**src/rtl/ccsds_asm_randomizer_s.sv**
```systemverilog
// Serial CCSDS channel-access stage: prepends the ASM to every LDPC codeblock and
// XORs the codeblock bits with the CCSDS pseudo-randomizer, one bit per beat.
module ccsds_asm_randomizer_s #(
    parameter logic [31:0] ASM       = 32'h1ACFFC1D,
    parameter int          ASM_LEN   = 32,
    parameter int          BLOCK_LEN = 8160,
    parameter bit          RAND_EN   = 1'b1
) (
    input  logic clk,
    input  logic rst,
    input  logic s_axis_tdata,
    input  logic s_axis_tvalid,
    output logic s_axis_tready,
    input  logic s_axis_tlast,
    output logic m_axis_tdata,
    output logic m_axis_tvalid,
    output logic m_axis_tlast,
    input  logic m_axis_tready,
    output logic frame_err
);
    localparam int CNT_MAX = (BLOCK_LEN > 32) ? BLOCK_LEN : 32;
    localparam int CNT_W   = $clog2(CNT_MAX);
    localparam logic [CNT_W-1:0] ASM_LAST = CNT_W'(ASM_LEN - 1);
    localparam logic [CNT_W-1:0] BLK_LAST = CNT_W'(BLOCK_LEN - 1);

    typedef enum logic {ST_ASM, ST_DATA} state_t;

    state_t           state, state_d;
    logic [CNT_W-1:0] cnt, cnt_d;
    logic [7:0]       lfsr, lfsr_d;
    logic             tdata_d, tvalid_d, tlast_d, ferr_d;
    logic             load, in_hs, last_bit, fb;
    logic [4:0]       asm_idx;

    // Handshakes: a beat transfers on a rising edge where valid && ready; a valid
    // output beat holds data/last until taken, and s_axis_tready never looks at tvalid.
    always_comb begin
        load          = !m_axis_tvalid || m_axis_tready;
        s_axis_tready = (state == ST_DATA) && load;
        in_hs         = s_axis_tready && s_axis_tvalid;
        last_bit      = (cnt == BLK_LAST);
        asm_idx       = 5'd31 - cnt[4:0];
        // lfsr[0] is a[n], lfsr[7] is a[n+7]; fb is a[n+8]
        fb            = lfsr[7] ^ lfsr[5] ^ lfsr[3] ^ lfsr[0];

        state_d  = state;
        cnt_d    = cnt;
        lfsr_d   = lfsr;
        tdata_d  = m_axis_tdata;
        tvalid_d = m_axis_tvalid;
        tlast_d  = m_axis_tlast;
        ferr_d   = frame_err;

        case (state)
            ST_ASM: begin
                if (load) begin
                    tdata_d  = ASM[asm_idx];
                    tvalid_d = 1'b1;
                    tlast_d  = 1'b0;
                    if (cnt == ASM_LAST) begin
                        cnt_d   = '0;
                        state_d = ST_DATA;
                    end else begin
                        cnt_d = cnt + 1'b1;
                    end
                end
            end
            ST_DATA: begin
                if (in_hs) begin
                    tdata_d  = s_axis_tdata ^ (RAND_EN & lfsr[0]);
                    tvalid_d = 1'b1;
                    tlast_d  = last_bit;
                    if (s_axis_tlast != last_bit) ferr_d = 1'b1;
                    if (last_bit) begin
                        cnt_d   = '0;
                        lfsr_d  = 8'hFF;
                        state_d = ST_ASM;
                    end else begin
                        cnt_d  = cnt + 1'b1;
                        lfsr_d = {fb, lfsr[7:1]};
                    end
                end else if (load) begin
                    tvalid_d = 1'b0;
                    tlast_d  = 1'b0;
                end
            end
            default: state_d = ST_ASM;
        endcase
    end

    always_ff @(posedge clk) begin
        if (rst) begin
            state         <= ST_ASM;
            cnt           <= '0;
            lfsr          <= 8'hFF;
            m_axis_tdata  <= 1'b0;
            m_axis_tvalid <= 1'b0;
            m_axis_tlast  <= 1'b0;
            frame_err     <= 1'b0;
        end else begin
            state         <= state_d;
            cnt           <= cnt_d;
            lfsr          <= lfsr_d;
            m_axis_tdata  <= tdata_d;
            m_axis_tvalid <= tvalid_d;
            m_axis_tlast  <= tlast_d;
            frame_err     <= ferr_d;
        end
    end
endmodule

```
**config.mk**
```make
export PLATFORM = sky130hd
export DESIGN_NAME = ccsds_asm_randomizer_s
export DESIGN_NICKNAME = d
export VERILOG_FILES = /design/src/rtl/ccsds_asm_randomizer_s.sv
export SDC_FILE = /design/constraint.sdc
export NUM_CORES = 1
export LEC_CHECK = 0
export ABC_CLOCK_PERIOD_IN_PS = 2050
export BUFFER_PORTS_ARGS = -buffer_cell sky130_fd_sc_hd__buf_2
export CAP_MARGIN = 10
export CORE_MARGIN = 3
export CORE_UTILIZATION = 35
export DETAILED_ROUTE_END_ITERATION = 10
export GPL_TIMING_DRIVEN = 0
export PLACE_DENSITY_LB_ADDON = 0.08
export SLEW_MARGIN = 20
export SYNTH_ARGS = -nofsm -noshare
export SYNTH_HDL_FRONTEND = slang
export SYNTH_SLANG_ARGS = --single-unit
```
**constraint.sdc**
```tcl
create_clock -name clk -period 2.05 [get_ports clk]
set_input_delay 0.41 -clock clk [delete_from_list [all_inputs] [get_ports clk]]
set_output_delay 0.41 -clock clk [all_outputs]
set_load 0.01 [all_outputs]
```
==> flow_metrics.tcl, run 1 <==
set metrics [dict create \
    hpwl_um 2110 \
    multi_input_area_um2 724 \
    placed_cells 204 \
    rr_worst_depth 6 \
    worstSetupStartpointType "register" \
    reg2reg_to "cnt[12]$_SDFFE_PP0P_" \
    cp_max_fo 10 \
    power.density_nw_per_um2 648 \
    async_flop_share 0 \
    drt-initial-drc-count 37 \
    clock_latency_ps 330 \
    postRouteAntennaNets 0 \
    syn_avg_cell_area_um2 8.64 \
    areaGrowthSynthToFinish_pct 13.4 \
    ios 11 \
    via_per_inst 5.24 \
    hold_viol_final 0 \
    crit_path_end_kind "register" \
    nFillCells 370 \
    rsz0062_at_grt "false" \
    coreArea_um2 3420 \
    ys_seq_elements 26 \
    final_core_util 0.425 \
    cts_tree "built" \
    ir_drop_mv 0.386 \
    power_mw 0.939 \
    crit_family "simple AND/OR/NAND/NOR gates" \
    numClockSinks 26 \
    critPathKind "register to register" \
    tightest_slew_ps 632 \
    antenna_found_initial 0 \
    drive_above_1_share 0.198 \
    holdWs_ps 326 \
    slew_headroom 0.579 \
    critPathRequiredTime_ps 2270 \
    drtPass1Iterations 4 \
    synth_nets 155 \
    clk_pin_slew_worst_paths_ps 150 \
    worst-path-buf-inv 1 \
    io_buffers 10 \
    worst-path-stages 6 \
    crit_start "cnt[0]$_SDFFE_PP0P_" \
    fin_nets 170 \
    grt_max_degree 16 \
    synth_edf_count 0 \
    crit_path_max_incr_delay_ps 530 \
    syn_inst 148 \
    status "finished clean" \
    routed-via-count 1089 \
    final_cells 208 \
    fin_crit_ps 1850 \
    hp-class "input pin to register" \
    diodes 0 \
    ctsHoldBuffers 0 \
    seq_area_um2 523 \
    die_h_um 66.4 \
    yosys.area.top_type_share 0.407 \
    fmax_ghz 0.541 \
    gr-total-overflow 0 \
    cp-endpoint "cnt[12]$_SDFFE_PP0P_" \
    gp_congestion 0.803 \
    ctsHtreeMaxLevel 1 \
    arrival_ps 2070 \
    fin_crit_sh 0.902 \
    r2r-start "cnt[0]$_SDFFE_PP0P_" \
    reg2reg_slack_ps 200 \
    p_leak_nw 0.551 \
    synth_area_leaders "dfxtp_1 41%, nand2_1 6.8%, nand3_1 5.9%, xnor2_1 4.1%, nor2_1 3.8%" \
    slew_viol_final 0 \
    yosysUniqueCellTypes 41 \
    yosys_warnings 0 \
    worstPathCellList "ha_2 > nand3_1 > or4_4 > o221ai_2 > buf_4 > a21oi_1" \
    start_util 0.374 \
    cts_buffer_depth 2 \
    fin_skew_ps 5.83 \
    synth-main-ff-cell "dfxtp_1" \
    synth_area_leader_cell "dfxtp_1" \
    rows 21 \
    cts_setup_buffers 0 \
    die_area_um2 4410 \
    track_usage 0.148 \
    grt_pass1_vias 1118 \
    ys_seq_area_frac 0.407 \
    die_w_um 66.4 \
    cts_root_buffer "clkbuf_4" \
    drc 0 \
    cpMaxStageDelayCell "or4_4" \
    routed_wl_um 2790 \
    post_drt_wl_per_cell_um 13.4 \
    grt_pass1_wl_um 5120 \
    synth_area_um2 1280 \
    finalSetupViolCount 0 \
    cts_buffers 3 \
    drv_cap 0 \
]
-- cells by family after synthesis --
| family | after synthesis | synth area share |
|---|---|---|
| xor+xnor | 10 | 0.0793 |
| simple gates | 82 | 0.346 |
| flops | 26 | 0.407 |
| compound gates | 21 | 0.116 |
| fa+ha+maj | 1 | 0.00978 |
| mux | 1 | 0.00783 |
| buf+inv | 7 | 0.0333 |
-- synth_stat cells, types with 3 or more instances --
master / instances
xnor2_1: 6
a21oi_1: 6
nand3_1: 15
inv_1: 3
dfxtp_1: 26
nor4_1: 5
o31ai_1: 3
o21ai_0: 4
nand2_1: 23
xor2_1: 3
nor2_1: 13
nor3_1: 4
or4_1: 3
-- worst reg2reg max path, cell delays in order, from the launching register on --
cell and delay [ps]:
dfxtp_2 400, ha_2 230, nand3_1 150, or4_4 530
o221ai_2 170, buf_4 220, a21oi_1 60
-- worst min path at each step --
stage | start | to | slack [ps] | cells past startpoint
2_1_floorplan | lfsr[1]$_SDFFE_PP1P_ | lfsr[1]$_SDFFE_PP1P_ | 440 | 2
3_3_place_gp | lfsr[4]$_SDFFE_PP1P_ | lfsr[3]$_SDFFE_PP1P_ | 440 | 2
3_5_place_dp | lfsr[6]$_SDFFE_PP1P_ | lfsr[5]$_SDFFE_PP1P_ | 460 | 2
4_1_cts | rst | m_axis_tvalid$_SDFFE_PP0P_ | 320 | 2
5_1_grt | rst | m_axis_tlast$_SDFF_PP0_ | 310 | 2
6_report | rst | m_axis_tvalid$_SDFFE_PP0P_ | 330 | 2
-- power breakdown --
part,internal (mW),switching (mW)
sequential,0.515,0.00879
clock,0.198,0.157
combinational,0.0254,0.0353
-- sequential cells by signal (all words and copies together), names as in the netlist --
register,cells
m_axis_tlast,1
m_axis_tvalid,1
state,1
lfsr,8
cnt,13
m_axis_tdata,1
frame_err,1
-- metrics by stage --
stage / TNS [ps] / cell area (um^2) / setup slack, ps
finish: 0 / 1450 / 200
global route: 0 / 1450 / 32.6
detailed placement: -21.9 / 1390 / -21.9
CTS: 0 / 1450 / 105
floorplan: 0 / 1280 / 314
global placement: 0 / 1390 / 28.3
-- area by class of cell --
type | count | share of cell area
Buffer | 4 | 0.0216
Inverter | 3 | 0.00777
Sequential cell | 26 | 0.361
Clock buffer | 3 | 0.0155
Tap cell | 46 | 0.0397
Multi-Input combinational cell | 115 | 0.500
Clock inverter | 1 | 0.0207
Timing Repair Buffer | 10 | 0.0345
-- routing by layer --
layer	vias to the layer above	track usage	wire length (um)
met1	508	0.198	1390
met4	0	0.0305	18
met3	2	0.0425	82
li1	566	-	-
met5	-	0	0
met2	13	0.237	1300
-- timing repair --
item                       4_1_cts  5_1_grt
gates resized for setup          1        3
hold endpoints to repair         0        0
pin swaps                        0        0
setup endpoints to repair        1       12
-- placed cells by master, fill, tap and decap left out, types with 2 or more instances in the layout --
cell and instances:
a21oi_1 6, a21oi_2 2, buf_2 11, buf_4 2, clkbuf_4 3, dfxtp_1 24
dfxtp_2 2, inv_1 3, nand2_1 23, nand2b_1 2, nand3_1 15, nand4_1 2
nor2_1 13, nor3_1 4, nor4_1 4, o21ai_0 4, o31ai_1 3, or3_1 2
or4_1 3, or4_4 2, xnor2_1 6, xor2_1 3
Power figures use the tool's default switching activity.
==> run 2: changes to the inputs <==
--- a/config.mk
+++ b/config.mk
@@ -13,5 +13,5 @@
 export DETAILED_ROUTE_END_ITERATION = 10
 export GPL_TIMING_DRIVEN = 0
-export PLACE_DENSITY_LB_ADDON = 0.08
+export PLACE_DENSITY = 0.51
 export SLEW_MARGIN = 20
 export SYNTH_ARGS = -nofsm -noshare
==> constraint.sdc (replaced) <==
create_clock -name clk -period 2.05 [get_ports clk]
set_input_delay 0.1025 -clock clk [delete_from_list [all_inputs] [get_ports clk]]
set_output_delay 0.1025 -clock clk [all_outputs]
set_load 0.01 [all_outputs]
==> flow_metrics.tcl, run 2 (same netlist as run 1, synthesis figures left out) <==
set metrics [dict create \
    drt-initial-drc-count 39 \
    ios 11 \
    fmax_ghz 0.529 \
    cts_setup_buffers 0 \
    fin_skew_ps 7.24 \
    place_ws_ps 5.08 \
    slew_viol_final 0 \
    p_int_mw 0.739 \
    drv_cap 0 \
    cp_max_fo 10 \
    crit_path_max_incr_delay_ps 530 \
    hpwl_um 2140 \
    postRouteAntennaNets 0 \
    track_usage 0.151 \
    p_leak_nw 0.555 \
    ctsHtreeMaxLevel 1 \
    die_w_um 66.4 \
    grt_max_degree 16 \
    largest_reg_flops 13 \
    power.density_nw_per_um2 639 \
    via_per_inst 5.39 \
    worst-path-buf-inv 1 \
    top_regs "cnt: 13 flops, lfsr: 8 flops" \
    drc 0 \
    seqPwrFrac 0.562 \
    fin_crit_ps 1890 \
    grt_pass1_vias 1134 \
    antenna_found_initial 0 \
    netSwitchingPower_mw 0.193 \
    final_common_cell "dfxtp_1" \
    power_frac_clock 0.372 \
    clk_pin_slew_worst_paths_ps 140 \
    p_sw_frac 0.207 \
    hold_viol_final 0 \
    clock_latency_ps 320 \
    layout_common_cells "24 x dfxtp_1, 23 x nand2_1, 15 x nand3_1" \
    tightest_slew_ps 622 \
    hp-class "input pin to register" \
    critPathKind "register to register" \
    nFillCells 360 \
    areaGrowthSynthToFinish_pct 14.2 \
    cts_tree "built" \
    die_area_um2 4410 \
    status "finished clean" \
    cts_root_buffer "clkbuf_4" \
    worstSetupStartpointType "register" \
    fin_nets 171 \
    fin_crit_sh 0.922 \
    ir_drop_mv 0.332 \
    cts_buffer_depth 2 \
    coreArea_um2 3420 \
    start_util 0.374 \
    setup_slack_ps 161 \
    routed_wl_um 2780 \
    cts_buffers 3 \
    gr-total-overflow 0 \
    registers.top_by_ff_count "cnt" \
    numClockSinks 26 \
    arrival_ps 2100 \
    crit_path_end_kind "register" \
    io_buffers 10 \
    routed-via-count 1127 \
    finalSetupViolCount 0 \
    diodes 0 \
    final_core_util 0.427 \
    rsz0062_at_grt "false" \
    die_h_um 66.4 \
    gp_congestion 0.786 \
    crit_family "simple AND/OR/NAND/NOR gates" \
    drive_above_1_share 0.196 \
    p_comb_frac 0.066 \
    worstPathCellList "ha_2 > nand3_1 > or4_4 > o221ai_2 > buf_4 > a21oi_1" \
    grt_pass1_wl_um 5190 \
    post_drt_wl_per_cell_um 13.3 \
    cpMaxStageDelayCell "or4_4" \
    slew_headroom 0.586 \
    critPathRequiredTime_ps 2260 \
    rows 21 \
    drtPass1Iterations 4 \
]
-- run 2: cell count changes in the layout (fill, tap and decap cells not counted), sizes merged --
cell and delta:
dlygate4sd3 +1
-- run 2: through the flow --
step / power [mW] / hold WS, ps / cells / setup TNS, ps / cell area (um^2)
floorplan: 0.572 / 175 / 148 / 0 / 1280
global placement: 0.594 / 345 / 204 / -3.76 / 1390
detailed placement: 0.595 / 351 / 204 / 0 / 1390
CTS: 0.951 / 55.0 / 209 / 0 / 1460
global route: 0.987 / 42.4 / 209 / 0 / 1460
finish: 0.933 / 65.4 / 209 / 0 / 1460
-- run 2: path summary, 6_finish.rpt --
kind	slack, ps	end	from	cells after the start
setup / recovery	160	cnt[10]$_SDFFE_PP0P_	cnt[0]$_SDFFE_PP0P_	6
hold / removal	70	m_axis_tvalid$_SDFFE_PP0P_	s_axis_tvalid	3
setup reg to reg	160	cnt[10]$_SDFFE_PP0P_	cnt[0]$_SDFFE_PP0P_	6
hold reg to reg	480	lfsr[1]$_SDFFE_PP1P_	lfsr[1]$_SDFFE_PP1P_	2
-- run 2: layout make-up --
cell class                 count  area [um^2]  area share
timing repair buffer          11         60.1      0.0411
inverter                       3         11.3     0.00771
clock inverter                 1         30.0      0.0206
multi-input combinational    115          724       0.496
clock buffer                   3         22.5      0.0154
sequential                    26          523       0.358
buffer                         4         31.3      0.0214
tap                           46         57.6      0.0394
-- run 2: per-layer routing --
| layer | track usage | part of all wire | routed length, um |
|---|---|---|---|
| met1 | 0.193 | 0.48 | 1320 |
| met2 | 0.252 | 0.48 | 1330 |
| met3 | 0.0374 | 0.038 | 107 |
| met4 | 0.0406 | 0.0086 | 24 |
| met5 | 0 | 0 | 0 |
-- run 2: tightest hold or removal path, cell delays in order --
cell	delay, ps
buf_2	120
nor3_1	60
nor2_1	80
-- run 2: power groups by stage --
stage                     registers, mW  logic, mW  clock network, mW
after floorplan                   0.533     0.0393                  0
after global placement            0.533     0.0604                  0
after detailed placement          0.534     0.0610                  0
after CTS                         0.523     0.0623              0.365
after global routing              0.527     0.0705              0.390
final                             0.524     0.0617              0.347
-- run 2: timing repair --
item | in CTS | in global routing
resized for setup | 1 | 3
endpoints found under the setup margin | 1 | 11
gates cloned | 0 | 0
endpoints found under the hold margin | 2 | 0
hold buffers | 1 | 0
